File: src/rtl/regfile_clr_if.sv
// Register-file access bus: decode-side read request/response and
// writeback-side write request, plus busy/err status back to the pipeline.
//   master (pipeline) : drives ren, rs1, rs2, wen, rd, rd_val
//                       receives busy, rs1_val, rs2_val, err
//   slave  (regfile)  : the mirror image
interface regfile_clr_if #(
   parameter int unsigned W = 32
);
   localparam int unsigned IDX_W = 5;

   logic             busy;
   logic             ren;
   logic [IDX_W-1:0] rs1;
   logic [IDX_W-1:0] rs2;
   logic [W-1:0]     rs1_val;
   logic [W-1:0]     rs2_val;
   logic             wen;
   logic [IDX_W-1:0] rd;
   logic [W-1:0]     rd_val;
   logic             err;

   modport master (
      input  busy, rs1_val, rs2_val, err,
      output ren, rs1, rs2, wen, rd, rd_val
   );

   modport slave (
      output busy, rs1_val, rs2_val, err,
      input  ren, rs1, rs2, wen, rd, rd_val
   );
endinterface

File: src/rtl/regfile_clr.sv
// Dual-read / single-write integer register file with sequential hardware
// clear after synchronous reset, optional write-to-read bypass and an
// out-of-range index flag. Every output is registered.
// Ports:
//   clk  - system clock, rising edge
//   rst  - synchronous active-high reset; restarts the clear sequence
//   bus  - regfile_clr_if.slave: busy, ren/rs1/rs2 -> rs1_val/rs2_val,
//          wen/rd/rd_val, err
// Parameters: W data width, NREGS 16 or 32, BYPASS 0 (read-before-write)
//             or 1 (read returns the value written in the same cycle).
module regfile_clr #(
   parameter int unsigned W      = 32,
   parameter int unsigned NREGS  = 32,
   parameter int unsigned BYPASS = 0
) (
   input  logic         clk,
   input  logic         rst,
   regfile_clr_if.slave bus
);
   localparam int unsigned IDX_W  = 5;
   localparam int unsigned AW     = (NREGS == 16) ? 4 : 5;
   localparam logic        OOR_EN = (NREGS == 16);
   localparam logic        BYP_EN = (BYPASS != 0);
   localparam logic [IDX_W-1:0] LAST = IDX_W'(NREGS - 1);

   typedef enum logic {CLEAR, RUN} state_t;

   state_t           r_state;
   state_t           w_state_nxt;
   logic [IDX_W-1:0] r_cnt;
   logic [IDX_W-1:0] w_cnt_nxt;
   logic             r_busy;
   logic             r_err;
   logic [W-1:0]     r_rs1_val;
   logic [W-1:0]     r_rs2_val;

   // One storage copy per read port, always written together
   logic [W-1:0]     r_mem1 [NREGS];
   logic [W-1:0]     r_mem2 [NREGS];

   logic             w_we;
   logic [AW-1:0]    w_waddr;
   logic [W-1:0]     w_wdata;

   logic             w_rs1_oor;
   logic             w_rs2_oor;
   logic             w_rd_oor;
   logic             w_wr_legal;
   logic             w_rd_en;
   logic             w_err_nxt;
   logic [W-1:0]     w_rs1_data;
   logic [W-1:0]     w_rs2_data;

   // Out-of-range exists only in the 16-entry build (index bit 4 set)
   assign w_rs1_oor  = OOR_EN & bus.rs1[4];
   assign w_rs2_oor  = OOR_EN & bus.rs2[4];
   assign w_rd_oor   = OOR_EN & bus.rd[4];
   assign w_wr_legal = bus.wen & (bus.rd != '0) & ~w_rd_oor;

   assign w_rd_en   = (r_state == RUN) & bus.ren;
   assign w_err_nxt = (r_state == RUN) &
                      ((bus.ren & (w_rs1_oor | w_rs2_oor)) | (bus.wen & w_rd_oor));

   // Read data select: x0 and out-of-range read as 0, bypass never applies to x0
   always_comb begin
      w_rs1_data = r_mem1[bus.rs1[AW-1:0]];
      if (BYP_EN && w_wr_legal && (bus.rd == bus.rs1)) w_rs1_data = bus.rd_val;
      if ((bus.rs1 == '0) || w_rs1_oor)                 w_rs1_data = '0;
   end

   always_comb begin
      w_rs2_data = r_mem2[bus.rs2[AW-1:0]];
      if (BYP_EN && w_wr_legal && (bus.rd == bus.rs2)) w_rs2_data = bus.rd_val;
      if ((bus.rs2 == '0) || w_rs2_oor)                 w_rs2_data = '0;
   end

   // Next state and write-port control; CLEAR sweeps zeros through every entry
   always_comb begin
      w_state_nxt = r_state;
      w_cnt_nxt   = r_cnt;
      w_we        = 1'b0;
      w_waddr     = bus.rd[AW-1:0];
      w_wdata     = bus.rd_val;
      unique case (r_state)
         CLEAR: begin
            w_we      = 1'b1;
            w_waddr   = r_cnt[AW-1:0];
            w_wdata   = '0;
            w_cnt_nxt = r_cnt + IDX_W'(1);
            if (r_cnt == LAST) w_state_nxt = RUN;
         end
         RUN: begin
            w_we = w_wr_legal;
         end
         default: begin
            w_state_nxt = CLEAR;
         end
      endcase
      // Nothing is written on an edge where reset is sampled
      if (rst) w_we = 1'b0;
   end

   // State, counter and output registers
   always_ff @(posedge clk) begin
      if (rst) begin
         r_state   <= CLEAR;
         r_cnt     <= '0;
         r_busy    <= 1'b1;
         r_err     <= 1'b0;
         r_rs1_val <= '0;
         r_rs2_val <= '0;
      end else begin
         r_state <= w_state_nxt;
         r_cnt   <= w_cnt_nxt;
         r_busy  <= (w_state_nxt == CLEAR);
         r_err   <= w_err_nxt;
         if (w_rd_en) begin
            r_rs1_val <= w_rs1_data;
            r_rs2_val <= w_rs2_data;
         end
      end
   end

   // Storage; no reset so it can map onto block RAM
   always_ff @(posedge clk) begin
      if (w_we) begin
         r_mem1[w_waddr] <= w_wdata;
         r_mem2[w_waddr] <= w_wdata;
      end
   end

   assign bus.busy    = r_busy;
   assign bus.err     = r_err;
   assign bus.rs1_val = r_rs1_val;
   assign bus.rs2_val = r_rs2_val;
endmodule
File: src/flat_wrapper.sv
// flat-port wrapper written by rule: the top's interface ports become plain ports
module regfile_clr_flat 
#(
   parameter int unsigned W      = 32,
   parameter int unsigned NREGS  = 32,
   parameter int unsigned BYPASS = 0
)
  (clk, rst, bus_busy, bus_rs1_val, bus_rs2_val, bus_err, bus_ren, bus_rs1, bus_rs2, bus_wen, bus_rd, bus_rd_val);
  regfile_clr_if #(.W(W)) bus_i ();
  input  logic clk;
  input  logic rst;
  output wire logic [$bits(bus_i.busy)-1:0] bus_busy;
  output wire logic [$bits(bus_i.rs1_val)-1:0] bus_rs1_val;
  output wire logic [$bits(bus_i.rs2_val)-1:0] bus_rs2_val;
  output wire logic [$bits(bus_i.err)-1:0] bus_err;
  input wire logic [$bits(bus_i.ren)-1:0] bus_ren;
  input wire logic [$bits(bus_i.rs1)-1:0] bus_rs1;
  input wire logic [$bits(bus_i.rs2)-1:0] bus_rs2;
  input wire logic [$bits(bus_i.wen)-1:0] bus_wen;
  input wire logic [$bits(bus_i.rd)-1:0] bus_rd;
  input wire logic [$bits(bus_i.rd_val)-1:0] bus_rd_val;
  assign bus_busy = bus_i.busy;
  assign bus_rs1_val = bus_i.rs1_val;
  assign bus_rs2_val = bus_i.rs2_val;
  assign bus_err = bus_i.err;
  assign bus_i.ren = bus_ren;
  assign bus_i.rs1 = bus_rs1;
  assign bus_i.rs2 = bus_rs2;
  assign bus_i.wen = bus_wen;
  assign bus_i.rd = bus_rd;
  assign bus_i.rd_val = bus_rd_val;
  regfile_clr #(.W(W), .NREGS(NREGS), .BYPASS(BYPASS)) u_core (.clk(clk), .rst(rst), .bus(bus_i));
endmodule
File: config.mk
export PLATFORM = sky130hd
export DESIGN_NAME = regfile_clr_flat
export DESIGN_NICKNAME = d
export VERILOG_FILES = /design/src/rtl/regfile_clr_if.sv /design/src/rtl/regfile_clr.sv /design/src/flat_wrapper.sv
export SDC_FILE = /design/constraint.sdc
export NUM_CORES = 1
export LEC_CHECK = 0
export CORE_MARGIN = 1.5
export CORE_UTILIZATION = 62
export DETAILED_ROUTE_END_ITERATION = 8
export PLACE_DENSITY = 0.8
export REMOVE_ABC_BUFFERS = 1
export SYNTH_ARGS = -nofsm -noshare
export SYNTH_HDL_FRONTEND = slang
export SYNTH_SLANG_ARGS = --single-unit
File: constraint.sdc
create_clock -name clk -period 4.45 [get_ports clk]
set_input_delay 0.89 -clock clk [delete_from_list [all_inputs] [get_ports clk]]
set_output_delay 0.89 -clock clk [all_outputs]
set_load 0.03 [all_outputs]
# Word-level counts from Yosys, hierarchy flattened
# Memories as Yosys holds them, arrays and structs flattened.
# Cells that the tools add are included.
totals:
  ff_bits: 71
  latchBits: 0
  ramBits: 2048
  mem_bits_ro: 0
  in_bits: 51
  out_inout_bits: 66
  elab_cells: 26
  n_memories: 2
classes:
  add_sub_neg: 1
  multipliers: 0
  n_div: 0
  n_lt_le_gt_ge: 0
  n_eq_ne: 1
  shift: 0
  n_mux: 10
  bitwise_logic: 4
  n_reduce_logical: 3
memory_table:
  columns: ["memory", "depth", "word_bits", "read_ports", "rd_clocked_by_memory_dff", "write_ports", "line_no", "source"]
  rows:
  - ["u_core.r_mem1", 32, 32, 1, 0, 1, "regfile_clr.sv:38", "logic [W-1:0] r_mem1 [NREGS];"]
  - ["u_core.r_mem2", 32, 32, 1, 0, 1, "regfile_clr.sv:39", "logic [W-1:0] r_mem2 [NREGS];"]
op_table:
  columns: ["cell", "n"]
  rows:
  - ["32-bit 2-to-1 mux", 3]
  - ["5-bit zero test", 2]
  - ["5-bit by 1-bit adder with 5-bit output (second input constant)", 1]
  - ["5-bit equality test (second input constant)", 1]
  - ["1-bit 2-to-1 mux", 5]
  - ["5-bit 2-to-1 mux", 1]
  - ["5-bit nonzero test", 1]
  - ["1-bit bitwise AND", 2]
  - ["1-bit NOT", 2]
  - ["1-bit case mux with 2 select lines", 1]

# Logic depth before layout (Yosys ltp)
logic_depth:
  ltp_word: 6
  mapped_depth: 9
  depth_no_buf: 6

# Least setup slack after synthesis
# OpenSTA, ideal clock, no wires.
synth_path:
  path_kind: "input-to-reg"
  from: "input bus_wen"
  to: "memory u_core.r_mem2[0][0], enable pin"
  setup_ns: 0.421
  arrival_ns: 2.764
  t_required_ns: 4.029
  setup_slack_ns: 1.265
  stages: 4
  n_path_buf: 0
  path_cell_list: "nand2_1 nor4_1 o21bai_1 nor2_1"
synth_between:
  elab_chain_cells: 5
synth_lines:
  columns: ["item", "line_no", "source"]
  rows:
  - ["from (decl)", "flat_wrapper.sv:19", "input wire logic [$bits(bus_i.wen)-1:0] bus_wen;"]
  - ["1-bit bitwise AND", "regfile_clr.sv:58", "assign w_wr_legal = bus.wen & (bus.rd != '0) & ~w_rd_oor;"]
  - ["1-bit case mux with 2 select lines", "regfile_clr.sv:84", "unique case (r_state)"]
  - ["1-bit 2-to-1 mux", "regfile_clr.sv:100", "if (rst) w_we = 1'b0;"]
  - ["1-bit 2-to-1 mux", "regfile_clr.sv:126", "if (w_we) begin"]
  - ["1-bit 2-to-1 mux (not written as such)", "regfile_clr.sv:128", "r_mem2[w_waddr] <= w_wdata;"]
  - ["to (decl)", "regfile_clr.sv:39", null]
# No other way between the ends.

# Worst setup path in the final report
layout_path:
  from: "register u_core.r_state"
  to: "memory u_core.r_mem2[5][22], enable pin"
layout_between:
  elab_chain_cells: 5
  word_cells_on_any_way: 6
  cone_classes: "mux (5); bitwise (1)"
layout_lines:
  columns: ["item", "line_no", "source"]
  rows:
  - ["from (decl)", "regfile_clr.sv:28", "state_t r_state;"]
  - ["from (signal assigned)", "regfile_clr.sv:113", "r_state <= w_state_nxt;"]
  - ["1-bit NOT", null, null]
  - ["1-bit case mux with 2 select lines", "regfile_clr.sv:84", null]
  - ["1-bit 2-to-1 mux", "regfile_clr.sv:100", null]
  - ["1-bit 2-to-1 mux", "regfile_clr.sv:126", null]
  - ["1-bit 2-to-1 mux (not written as such)", "regfile_clr.sv:128", null]
# Parallel ways exist; a longest one is shown, timed or not.

==> impl_results.md <==
- Outcome: complete, no violations
- Critical Path AT: between 3000 and 4000 ps
- Final Hold Viols: 0
- R2R Path Start: u_core.r_state
- Clock Tree Root: clkbuf_16
- Max Transition Viols Final: 0
- Setup TNS: 0 ps
- Share of cells above drive strength 1: 0.331
- Die height: 287 um
- Switch share: 0.220
- Number of global-route vias before repair: 30500
- Reg-to-reg endpoint: u_core.r_mem2[5][22]
- Most frequent cells in the layout: edfxtp_1 (1024), mux4_2 (459), mux2_2 (132), clkbuf_16 (110), clkdlybuf4s50_1 (106)
- Hold_sp: u_core.bus.rs1_val[10]
- Number of synthesized register bits: roughly 1100
- Clock Tree Buf Depth: 3
- Largest net degree at the start of global routing: 73
- Boundary Pins: 117
- Number of max-cap violations: 0
- RD Place Congestion: a little under 0.9
- Power per cell area: between 300 and 400 nW/um2
- Hold endpoint: u_core.bus.rs1_val[10]
- Crit path max fanout: 36
- DRC Markers: 0
- Share of power burned in combinational logic: 0.068
- Commonest non-fill, non-tap cell in the layout: edfxtp_1
- Max_slew headroom: 0.0769
- Die X: 287 um
- Die Area: around 80000 um2
- R2R setup slack: approximately 1300 ps
- Antenna violations before repair: 6
- Asr flop ratio synth: 0
- Core ar.: slightly below 80000 um2
- CTS resizes: 0
- Hold WC Path Type: register to register
- Mean Syn Cell Area: about 20 um2
- Global route overflow: 0
- H-tree depth: 3
- Total net switching power: around 4.9 mW
- Unique masters post-synth: 56
- Layout Nets: 2730
- # hold bufs at CTS: 0
- Clock Latency Late Sink: around 700 ps
- DR WL/cell: 39.2 um
- DP HPWL: slightly below 90000 um
- Row count: 103
- WHS Path Cells: 1
- WL final: 150000 um
- Yosys top cell by area: edfxtp_1
- RSZ-0062 raised after global routing: no
- Routed Antenna Nets: 0
- Met1 global-route usage: 0.514
- Min Tclk post-route: about 3100 ps
- Total number of vias: around 30000
- Initial DRT Pass Iterations: 7
- Number of buffers added on ports: between 100 and 150
- Pre-CTS setup slack: roughly 830 ps
- CTS Buf Count: 110
- Final setup fails: 0
- DR iter-0 viols: roughly 5100
- GRT Overall Usage: 0.371
- Max Freq: approximately 320 MHz
- Tcrit/Tclk final: 0.707
- Crit start category: register
- Worst hold slack: between 400 and 500 ps
- Worst Skew: 26.6 ps
- Ranking of synthesized cells by area: edfxtp_1 (62%), mux4_2 (21%), mux2_2 (3.0%), dfxtp_1 (2.9%), mux2i_1 (2.0%)
- Primary FF master, synth: edfxtp_1
- M2 GR Usage: 0.555
- First-pass GRT wire length: ~220000 um
- Critical path type: register to register
- Critical path capture point type: register
- Drt via density: 7.88
- Reg power frac: 0.507
- GR peak layer: met2
- Pleak: about 18 nW
- TritonCTS clock tree: yes
- Worst-path clk slew: around 60 ps
- Top cell type's share of synthesized area: 0.617
- TritonCTS Sinks: approximately 1100
- Netlist Area Pre-Place: approximately 50000 um2
- Sequential fraction of the synthesis area: 0.645
- Worst-Margin Slew: 1380 ps
- Internal: around 17 mW
- Setup WS post-layout: roughly 1300 ps
- Post-CTS Setup Inserts: 0
- Met3 Track Usage GR: 0.110
- VDD IR-drop max: between 0.4 and 0.5 mV
- Cell count after synthesis: approximately 2600
- Reg2reg path depth: 5
- Starting density of the core: 0.629
- Synth-to-Final Area Change: 13.5%
- Req. time, crit path: between 4000 and 5000 ps
- Clk pwr share: 0.425
- Post-synth EDFFs: 1024
- YS warnings: 0
==> kinds of logic (layout without fill, tap and decap cells) <==
logic type      count (synthesis)  after routing  share of synthesized area
flops                        1095           1095                      0.645
compound gates                254            254                     0.0414
simple gates                  257            257                     0.0260
buf+inv                       211            435                     0.0205
xor+xnor                        2              2                   0.000352
fa+ha+maj                       2              2                   0.000502
other cells                     1              3                  0.0000752
mux                           728            728                      0.266
==> sequential cells by signal, summed over array words and instances, names as in the netlist <==
name,flops
u_core.r_state,1
u_core.r_mem1,32
u_core.r_cnt,5
u_core.bus.rs1_val,32
u_core.r_mem2,992
u_core.bus.rs2_val,32
u_core.bus.busy,1
==> metal layers <==
metal	part of all wire	wire length [um]
met5	0.000080	12
met1	0.34	51600
met2	0.46	68700
met3	0.15	22700
met4	0.047	6990
==> stage by stage <==
| step | cells | utilization | instance area (um2) | power (mW) |
|---|---|---|---|---|
| 3_3_place_gp | 3615 | 0.668 | 52900 | 12.9 |
| 3_5_place_dp | 3615 | 0.668 | 52900 | 12.9 |
| 6_report | 3826 | 0.714 | 56600 | 22.1 |
| 2_1_floorplan | 2345 | - | 48800 | 12.1 |
| 4_1_cts | 3824 | 0.714 | 56600 | 22.1 |
| 5_1_grt | 3824 | 0.714 | 56600 | 22.5 |
==> synthesized netlist by cell type, types with 21 or more instances <==
library cell and instances:
a221o_1 23, a221oi_1 26, a22oi_1 34, a32o_1 30
and2_1 35, buf_1 23, buf_2 68, clkbuf_1 90
dfxtp_1 71, edfxtp_1 1024, mux2_1 39, mux2_2 132
mux2i_1 98, mux4_2 459, nand2_1 73, nand2b_1 30
nand3_1 30, nor2_1 41, o211ai_1 24, o21ai_0 24
o221ai_1 29, o22ai_1 21
==> power groups by stage <==
stage,Clock (mW),Combinational [mW],Sequential [mW]
global route,9.76,1.55,11.2
detailed placement,0,1.47,11.4
CTS,9.38,1.48,11.2
global placement,0,1.45,11.4
floorplan,0,0.733,11.4
finish,9.39,1.51,11.2
==> worst max-delay path, cell delays in order, from the launching register on <==
cell,delay [ps]
dfxtp_2,920
nand3_1,180
o2bb2ai_1,210
nand2b_1,500
nor2_4,250
buf_4,640
==> worst max-delay path by stage <==
| stage | startpoint | end | slack, ps | cells past startpoint |
|---|---|---|---|---|
| 6_report | u_core.r_state | u_core.r_mem2[5][22] | 1300 | 5 |
| 2_1_floorplan | bus_ren | u_core.bus.rs1_val[25] | 800 | 3 |
| 4_1_cts | u_core.r_state | u_core.r_mem2[5][25] | 1410 | 5 |
| 5_1_grt | u_core.r_state | u_core.r_mem1[25][31] | 1170 | 5 |
| 3_3_place_gp | rst | u_core.r_mem2[5][16] | 880 | 4 |
| 3_5_place_dp | rst | u_core.r_mem2[5][25] | 830 | 4 |
==> area by class of cell <==
type                            count  area, um2
Inverter                            6       22.5
Clock buffer                      153       3050
Tap cell                         1050       1310
Sequential cell                  1095      32200
Multi-Input combinational cell   1244      17000
Antenna cell                        2       5.00
Fill cell                        4506      22700
Clock inverter                     56        587
Timing Repair Buffer              220       2490
Power figures use the tool's default switching activity.
